$ cat src/rtl/if_stage.sv
// Instruction-fetch stage. It generates fetch PCs and keeps at most one SRAM request outstanding.
// Returned words are buffered in a 2-entry queue ahead of ID. Branch redirects from ID are
// applied with one delay slot, and wrong-path fetches are discarded.
`timescale 1ns / 1ps

module if_stage #(
  parameter logic [31:0] RESET_PC = 32'hBFC0_0000
) (
  input  logic        clock,
  input  logic        reset,
  input  logic        id_allow_in,
  input  logic        id_branch_taken,
  input  logic [31:0] id_branch_target,
  output logic        if_to_id_valid,
  output logic [31:0] if_to_id_program_count,
  output logic [31:0] if_to_id_instruction,
  output logic        inst_sram_req,
  output logic [31:0] inst_sram_addr,
  input  logic        inst_sram_addr_ok,
  input  logic        inst_sram_data_ok,
  input  logic [31:0] inst_sram_rdata
);

  logic [31:0] fetch_pc_q, fetch_pc_d;
  logic [31:0] f0_pc_q, f0_pc_d, f0_inst_q, f0_inst_d;
  logic [31:0] f1_pc_q, f1_pc_d, f1_inst_q, f1_inst_d;
  logic [1:0]  count_q, count_d;
  logic        out_q, out_d;
  logic        out_disc_q, out_disc_d;
  logic [31:0] out_pc_q, out_pc_d;
  logic        pend_q, pend_d;
  logic [31:0] pend_tgt_q, pend_tgt_d;

  logic       valid, pop, br, live_out, req, accept, push;
  logic       ds_in_fifo, kill_out, kill_acc, pend_set;
  logic [1:0] cnt_after_pop, slots;

  // Handshake, capacity and branch classification of the in-flight fetches.
  always_comb begin
    valid         = !reset && (count_q != 2'd0);
    pop           = valid && id_allow_in;
    br            = id_branch_taken && id_allow_in;
    // A discarded outstanding fetch never lands in the queue, so it does not take a slot.
    live_out      = out_q && !out_disc_q;
    cnt_after_pop = count_q - {1'b0, pop};
    slots         = cnt_after_pop + {1'b0, live_out};
    req           = !reset && (!out_q || inst_sram_data_ok) && (slots < 2'd2);
    accept        = req && inst_sram_addr_ok;
    // The queue head moves into ID alongside the branch, so it is the delay slot if present.
    ds_in_fifo    = (count_q != 2'd0);
    kill_out      = br && ds_in_fifo && live_out;
    kill_acc      = br && accept && (ds_in_fifo || live_out);
    pend_set      = br && !ds_in_fifo && !live_out && !accept;
    push          = inst_sram_data_ok && live_out && !kill_out;
  end

  assign if_to_id_valid         = valid;
  assign if_to_id_program_count = f0_pc_q;
  assign if_to_id_instruction   = f0_inst_q;
  assign inst_sram_req          = req;
  assign inst_sram_addr         = fetch_pc_q;

  // Queue next state: push/pop bookkeeping, flushed behind a delay slot taken from the head.
  always_comb begin
    f0_pc_d   = f0_pc_q;
    f0_inst_d = f0_inst_q;
    f1_pc_d   = f1_pc_q;
    f1_inst_d = f1_inst_q;
    count_d   = count_q;
    if (br && ds_in_fifo) begin
      count_d = 2'd0;
    end else begin
      case ({push, pop})
        2'b10: begin
          if (count_q == 2'd0) begin
            f0_pc_d   = out_pc_q;
            f0_inst_d = inst_sram_rdata;
          end else begin
            f1_pc_d   = out_pc_q;
            f1_inst_d = inst_sram_rdata;
          end
          count_d = count_q + 2'd1;
        end
        2'b01: begin
          f0_pc_d   = f1_pc_q;
          f0_inst_d = f1_inst_q;
          count_d   = count_q - 2'd1;
        end
        2'b11: begin
          if (count_q == 2'd1) begin
            f0_pc_d   = out_pc_q;
            f0_inst_d = inst_sram_rdata;
          end else begin
            f0_pc_d   = f1_pc_q;
            f0_inst_d = f1_inst_q;
            f1_pc_d   = out_pc_q;
            f1_inst_d = inst_sram_rdata;
          end
        end
        default: ;
      endcase
    end
  end

  // Outstanding-request tracking, fetch PC advance and deferred branch target.
  always_comb begin
    out_d      = out_q;
    out_pc_d   = out_pc_q;
    out_disc_d = out_disc_q;
    fetch_pc_d = fetch_pc_q;
    pend_d     = pend_q;
    pend_tgt_d = pend_tgt_q;

    if (accept) begin
      out_d      = 1'b1;
      out_pc_d   = fetch_pc_q;
      out_disc_d = kill_acc;
    end else if (out_q && inst_sram_data_ok) begin
      out_d      = 1'b0;
      out_disc_d = 1'b0;
    end else if (kill_out) begin
      out_disc_d = 1'b1;
    end

    // Delay slot already fetched or being requested now: redirect at once.
    if (br && !pend_set) begin
      fetch_pc_d = id_branch_target;
    end else if (accept) begin
      fetch_pc_d = pend_q ? pend_tgt_q : fetch_pc_q + 32'd4;
    end

    if (pend_set) begin
      pend_d     = 1'b1;
      pend_tgt_d = id_branch_target;
    end else if (accept) begin
      pend_d = 1'b0;
    end
  end

  // State registers with synchronous active-high reset.
  always_ff @(posedge clock) begin
    if (reset) begin
      fetch_pc_q <= RESET_PC;
      f0_pc_q    <= 32'd0;
      f0_inst_q  <= 32'd0;
      f1_pc_q    <= 32'd0;
      f1_inst_q  <= 32'd0;
      count_q    <= 2'd0;
      out_q      <= 1'b0;
      out_disc_q <= 1'b0;
      out_pc_q   <= 32'd0;
      pend_q     <= 1'b0;
      pend_tgt_q <= 32'd0;
    end else begin
      fetch_pc_q <= fetch_pc_d;
      f0_pc_q    <= f0_pc_d;
      f0_inst_q  <= f0_inst_d;
      f1_pc_q    <= f1_pc_d;
      f1_inst_q  <= f1_inst_d;
      count_q    <= count_d;
      out_q      <= out_d;
      out_disc_q <= out_disc_d;
      out_pc_q   <= out_pc_d;
      pend_q     <= pend_d;
      pend_tgt_q <= pend_tgt_d;
    end
  end

endmodule

$ cat config.mk
export PLATFORM = sky130hd
export DESIGN_NAME = if_stage
export DESIGN_NICKNAME = d
export VERILOG_FILES = /design/src/rtl/if_stage.sv
export SDC_FILE = /design/constraint.sdc
export NUM_CORES = 1
export LEC_CHECK = 0
export CAP_MARGIN = 5
export CORE_ASPECT_RATIO = 1.4
export CORE_MARGIN = 2
export CORE_UTILIZATION = 53
export DETAILED_ROUTE_END_ITERATION = 10
export PLACE_DENSITY_LB_ADDON = 0.05
export SLEW_MARGIN = 15
export SYNTH_ARGS = -nofsm -noshare
export SYNTH_HDL_FRONTEND = slang
export SYNTH_SLANG_ARGS = --single-unit
$ cat constraint.sdc
create_clock -name clock -period 3.45 [get_ports clock]
set_input_delay 0.5175 -clock clock [delete_from_list [all_inputs] [get_ports clock]]
set_output_delay 0.5175 -clock clock [all_outputs]
set_load 0.02 [all_outputs]
======== Word level (Yosys, flattened, before mapping) ========
Index checks and enable logic that the tools add are counted.
Widths: inputs -> output; s select.
storage, ports and cells
  register bits after elaboration ......... 229
  output and inout port bits .............. 98
cells by class
  add/sub/neg operators ................... 5
  magnitude comparators ................... 1
  equality and inequality tests ........... 7
  multiplexer cells ....................... 23
  bitwise gates (word level) .............. 1
  reductions and logical operators ........ 40
operators with widths
  operator               count
  $mux 32                11
  $pmux 32 s3            2
  $pmux 32 s2            2
  $add 32x3->32 const B  1
  $logic_and 1x1->1      18
  $reduce_bool 2->1      6
  $logic_not 1->1        8
  $mux 1                 7
  $ne 2x2->1 const B     3
  $reduce_bool 3->1      2
  $eq 2x1->1 const B     2
  $eq 2x2->1 const B     2
  $pmux 2 s2             1
  $reduce_and 4->1       1
  $reduce_and 3->1       1
  $add 2x1->2            1
  $add 2x1->2 const B    1
  $logic_not 2->1        1
  $logic_or 1x1->1       2
  $lt 2x2->1 const B     1
  $reduce_or 2->1        1
  $sub 2x1->2            1
  $sub 2x1->2 const B    1
  $not 1->1              1

======== Longest topological paths before layout ========
  depth after elaboration ................. 13
  gate-level depth with buffers ........... 15
  depth with buffers taken out ............ 12

======== Worst setup path after synthesis ========
Ideal clock, no wire load.
  path type ............................... reg-to-reg
  start ................................... register count_q[1]
  end ..................................... register fetch_pc_q[22] (netlist: inst_sram_addr[22])
  library setup time ...................... 122 ps
  data arrival time ....................... 2912 ps
  data required time ...................... 3328 ps
  path slack .............................. 416 ps
  stages on the path, launching flop included .. 15
  path buffers ............................ 2
  period minus slack after synthesis ...... 3034 ps
  path through ............................ dfxtp_1 > inv_1 > ha_1 > buf_2 > nor2_1 > nand2_1 > inv_1 > ha_1 > nand2b_1 > xnor2_2 > and2_1 > buf_2 > o21ai_4 > o211ai_1 > a221o_1
between the ends
  word-level cells in the longest chain between the ends .. 13
RTL lines
  item                                                 RTL line  text
  start: declaration                                   27        logic [1:0] count_q, count_d;
  start signal: assignment                             160       count_q <= count_d;
  $reduce_bool 2->1 (*)                                40        valid = !reset && (count_q != 2'd0);
  $logic_and 1x1->1 (*)                                40
  via if_to_id_valid                                   14        output logic if_to_id_valid,
  $logic_and 1x1->1 (*)                                41        pop = valid && id_allow_in;
  $sub 2x1->2 (*)                                      45        cnt_after_pop = count_q - {1'b0, pop};
  $add 2x1->2 (*)                                      46        slots = cnt_after_pop + {1'b0, live_out};
  $lt 2x2->1 (*)                                       47        req = !reset && (!out_q || inst_sram_data_ok) && (slots < 2'd2);
  $logic_and 1x1->1 (*)                                47
  $logic_and 1x1->1 (*)                                48        accept = req && inst_sram_addr_ok;
  $logic_not 1->1                                      53        pend_set = br && !ds_in_fifo && !live_out && !accept;
  $logic_and 1x1->1                                    53
  $logic_not 1->1                                      126       if (br && !pend_set) begin
  $logic_and 1x1->1                                    126
  $mux 32 / $reduce_bool 2->1 (equally long branches)  n/a
  end signal: assignment                               155       fetch_pc_q <= fetch_pc_d;
  end: declaration                                     24        logic [31:0] fetch_pc_q, fetch_pc_d;
Mark *: on every way through the listed nets, which the timed path passes. The rest lies on a longest branch.
A chain may end at the register's enable or synchronous reset.

======== Worst setup path in the final report ========
  start ................................... register count_q[1]
  end ..................................... output inst_sram_req
between the ends
  word-level cells in the longest chain between the ends .. 7
RTL lines
  item                   RTL line  text
  $reduce_bool 2->1      40
  $logic_and 1x1->1      40
  $logic_and 1x1->1      41
  $sub 2x1->2 (*)        45
  $add 2x1->2 (*)        46
  $lt 2x2->1 (*)         47
  $logic_and 1x1->1 (*)  47
  end: declaration       17        output logic inst_sram_req,
Every way passes the cells marked *; elsewhere a longest branch is shown, timed or not.

==> impl_metrics.sql <==
INSERT INTO impl_metrics (metric_group, metric, value, unit) VALUES
('timing', 'maxClockFrequency', '307.0', 'MHz'),
('synth', 'yosys_warnings', '0', ''),
('worst_setup_path', 'cp_max_fo', '6', ''),
('timing', 'slew-limit-headroom', '25.15', '%'),
('power_and_ir_drop', 'overall_power_after_layout', '6.745', 'mW'),
('timing', 'maxSlewViolCount', '0', ''),
('placement', 'portBuffers', '167', ''),
('timing', 'fin_setup_tns', '0', 'ps'),
('synth', 'synth_top_family_by_area', 'simple AND/OR/NAND/NOR gates', ''),
('placement', 'routabilityCongestion', '0.8617', ''),
('clock_tree', 'worst_setup_hold_path_clk_slew', '60', 'ps'),
('power_and_ir_drop', 'leakagePower', '4.275', 'nW'),
('grt', 'first_global_vias', '8294', ''),
('synth', 'synthFlopType', 'dfxtp_1', ''),
('synth', 'synth_enable_flop_cells', '0', ''),
('synth', 'postSynthCellCount', '1170', ''),
('timing', 'finalWorstSetupSlack', '192.9', 'ps'),
('run_status', 'run_status', 'completed', ''),
('timing', 'final_min_period_over_clock_period', '94.41', '%'),
('worst_setup_path', 'critical_path.cell_chain', 'inv_1, ha_1, nor2_2, nand2_1, inv_1, ha_1, nand2b_1, xnor2_2, and2_1, clkbuf_2', ''),
('synth', 'post_synth_instance_area', '9703', 'sq um'),
('die', 'die_width', '118.4', 'um'),
('placement', 'dp_hpwl', '16040', 'um'),
('synth', 'syn_area_per_cell', '8.293', 'sq um'),
('clock_tree', 'clock-sinks', '229', ''),
('clock_tree', 'root_buffer', 'clkbuf_16', ''),
('worst_setup_path', 'timing.critical_path.arrival', '2740', 'ps'),
('layout', 'layout.cells.most_common_list', 'nand2_1, dfxtp_1, clkdlybuf4s50_1', ''),
('clock_tree', 'tritoncts.num_buffers', '23', ''),
('clock_tree', 'max-clock-path-buffers', '3', ''),
('routing', 'wirelength', '25880', 'um'),
('worst_setup_path', 'worstPathRequired', '2930', 'ps'),
('synth', 'netlist.top_cell.by_area', 'dfxtp_1', ''),
('placement', 'placed_cells', '1511', ''),
('synth', 'synth_compound_gate_area_share', '18.04', '%'),
('synth', 'yosys.area_share.simple', '21.47', '%'),
('die', 'dieHeight', '164.1', 'um'),
('clock_tree', 'maximum_level_of_the_cts_h_tree', '1', ''),
('die', 'fp.coreArea', '17920', 'sq um'),
('layout', 'diodes', '0', ''),
('synth', 'synth_sequential_area_ratio', '47.25', '%'),
('routing', 'firstDrtPassIters', '5', ''),
('synth', 'synth_top_cells_by_area', 'dfxtp_1, nand2_1, a21oi_1', ''),
('worst_setup_path', 'reg2regPathDepth', '11', ''),
('placement', 'pre_cts_slack', '26.12', 'ps'),
('timing', 'final-setup-viol-count', '0', ''),
('layout', 'drive_above_1_share', '7.563', '%'),
('routing', 'drtIter0Drc', '923', ''),
('worst_setup_path', 'worst_path_largest_cell_delay', '400', 'ps'),
('grt', 'aggregate_global_route_resource_usage', '26.01', '%'),
('layout', 'final_cells', '1549', ''),
('timing', 'unrepaired_setup_endpoints_after_global_routing', 'false', ''),
('grt', 'grt_remaining_overflow', '0', ''),
('clock_tree', 'clock_latency', '510', 'ps'),
('worst_hold_path', 'min-delay-path-class', 'in2reg', ''),
('routing', 'drt.antenna.violating_nets', '0', ''),
('die', 'floorplan.die_area', '19420', 'sq um'),
('synth', 'post_synth_fa_ha_maj_area_fraction', '1.032', '%'),
('routing', 'drc', '0', ''),
('layout', 'layout_commonest_cell', 'nand2_1', ''),
('worst_setup_path', 'timing_worst_setup_path_type', 'reg2out', ''),
('routing', 'wire_per_inst', '16.71', 'um'),
('worst_setup_path', 'path_depth', '10', ''),
('die', 'floorplan.initialDensity', '54.13', '%'),
('die', 'placement_rows', '58', ''),
('layout', 'layout.nets', '1374', ''),
('worst_setup_path', 'critical_path.slowest_cell', 'dfxtp_1', ''),
('layout', 'area_growth_syn_to_layout', '27.67', '%'),
('grt', 'number_of_antenna_violations_at_the_first_check_in_global_routing', '0', ''),
('timing', 'tightestPinTransition', '1120', 'ps'),
('worst_setup_path', 'timing.critical_path.buf_inv', '3', '');
==> flip-flops by register name (all words and copies together) (netlist names), 2 cells and up <==
register / flops
f1_inst_q: 32
f1_pc_q: 32
if_to_id_instruction: 32
if_to_id_program_count: 32
inst_sram_addr: 32
out_pc_q: 32
pend_tgt_q: 32
count_q: 2
==> per-stage QoR <==
step / hold WS, ps / area [sq um]
2_1_floorplan: 431.7 / 9703
4_1_cts: 207.1 / 12390
3_3_place_gp: 437.1 / 11640
6_report: 213.9 / 12390
5_1_grt: 224.3 / 12390
3_5_place_dp: 442.8 / 11640
==> timing repair <==
action	CTS	global route
setup buffers	0	0
gates resized for setup	3	3
endpoints found under the setup margin	1	9
pin swaps	0	1
==> worst reg2reg max path: cells and delay by family (launching register included) <==
| family | cells | cell delay [ps] |
|---|---|---|
| simple gates | 4 | 1590 |
| fa+ha+maj | 2 | 460 |
| buf+inv | 3 | 450 |
| flops | 1 | 350 |
| compound gates | 2 | 200 |
==> final timing paths <==
| path | from | endpoint | slack [ps] |
|---|---|---|---|
| worst min register to register | f1_pc_q[28] | f1_pc_q[28] | 450 |
| worst max-delay path | count_q[1] | inst_sram_req | 190 |
| worst min-delay path | reset | inst_sram_addr[18] | 210 |
| worst max register to register | count_q[1] | if_to_id_program_count[10] | 330 |
==> synthesized netlist by cell type, types with 8 or more instances <==
library cell,count
o21ai_1,13
a21oi_1,134
nor3_1,75
xnor2_1,22
nand4_1,11
mux2_2,8
nand2_1,230
a221oi_1,70
o221ai_1,12
nor2_1,127
buf_2,21
ha_1,8
dfxtp_1,229
inv_1,16
clkbuf_1,68
mux2i_1,34
nand3_1,10
a211oi_1,9
==> where the power goes <==
| group | total, mW | switching, mW | internal (mW) |
|---|---|---|---|
| logic | 1.28 | 0.712 | 0.571 |
| registers | 2.98 | 0.158 | 2.82 |
| clock network | 2.48 | 1.01 | 1.47 |
==> layout make-up <==
| cell class | count | area (sq um) |
|---|---|---|
| fillers | 1529 | 5537 |
| multi-input cells | 827 | 4691 |
| flip-flops and latches | 229 | 4586 |
| repair buffers | 199 | 2008 |
| clock buffers | 32 | 659.4 |
| well taps | 240 | 300.3 |
| clock inverters | 6 | 83.83 |
| inverters | 16 | 60.06 |
==> metal layers <==
layer / up-vias / track usage, % / share of wire, %
met2: 290 / 44.43 / 49
met1: 4172 / 34.28 / 43
met3: 40 / 2.917 / 6.3
met5: - / 0 / 0
li1: 4346 / - / -
met4: 0 / 8.872 / 2.2
==> logic make-up after synthesis <==
group                    count (synthesis)
multiplexers                            43
buffers and inverters                  114
AND/OR/NAND/NOR                        481
AO/OA/AOI/OAI                          265
flip-flops                             229
XOR/XNOR                                30
adder cells (fa/ha/maj)                  8
(Power assumes the default switching activity.)
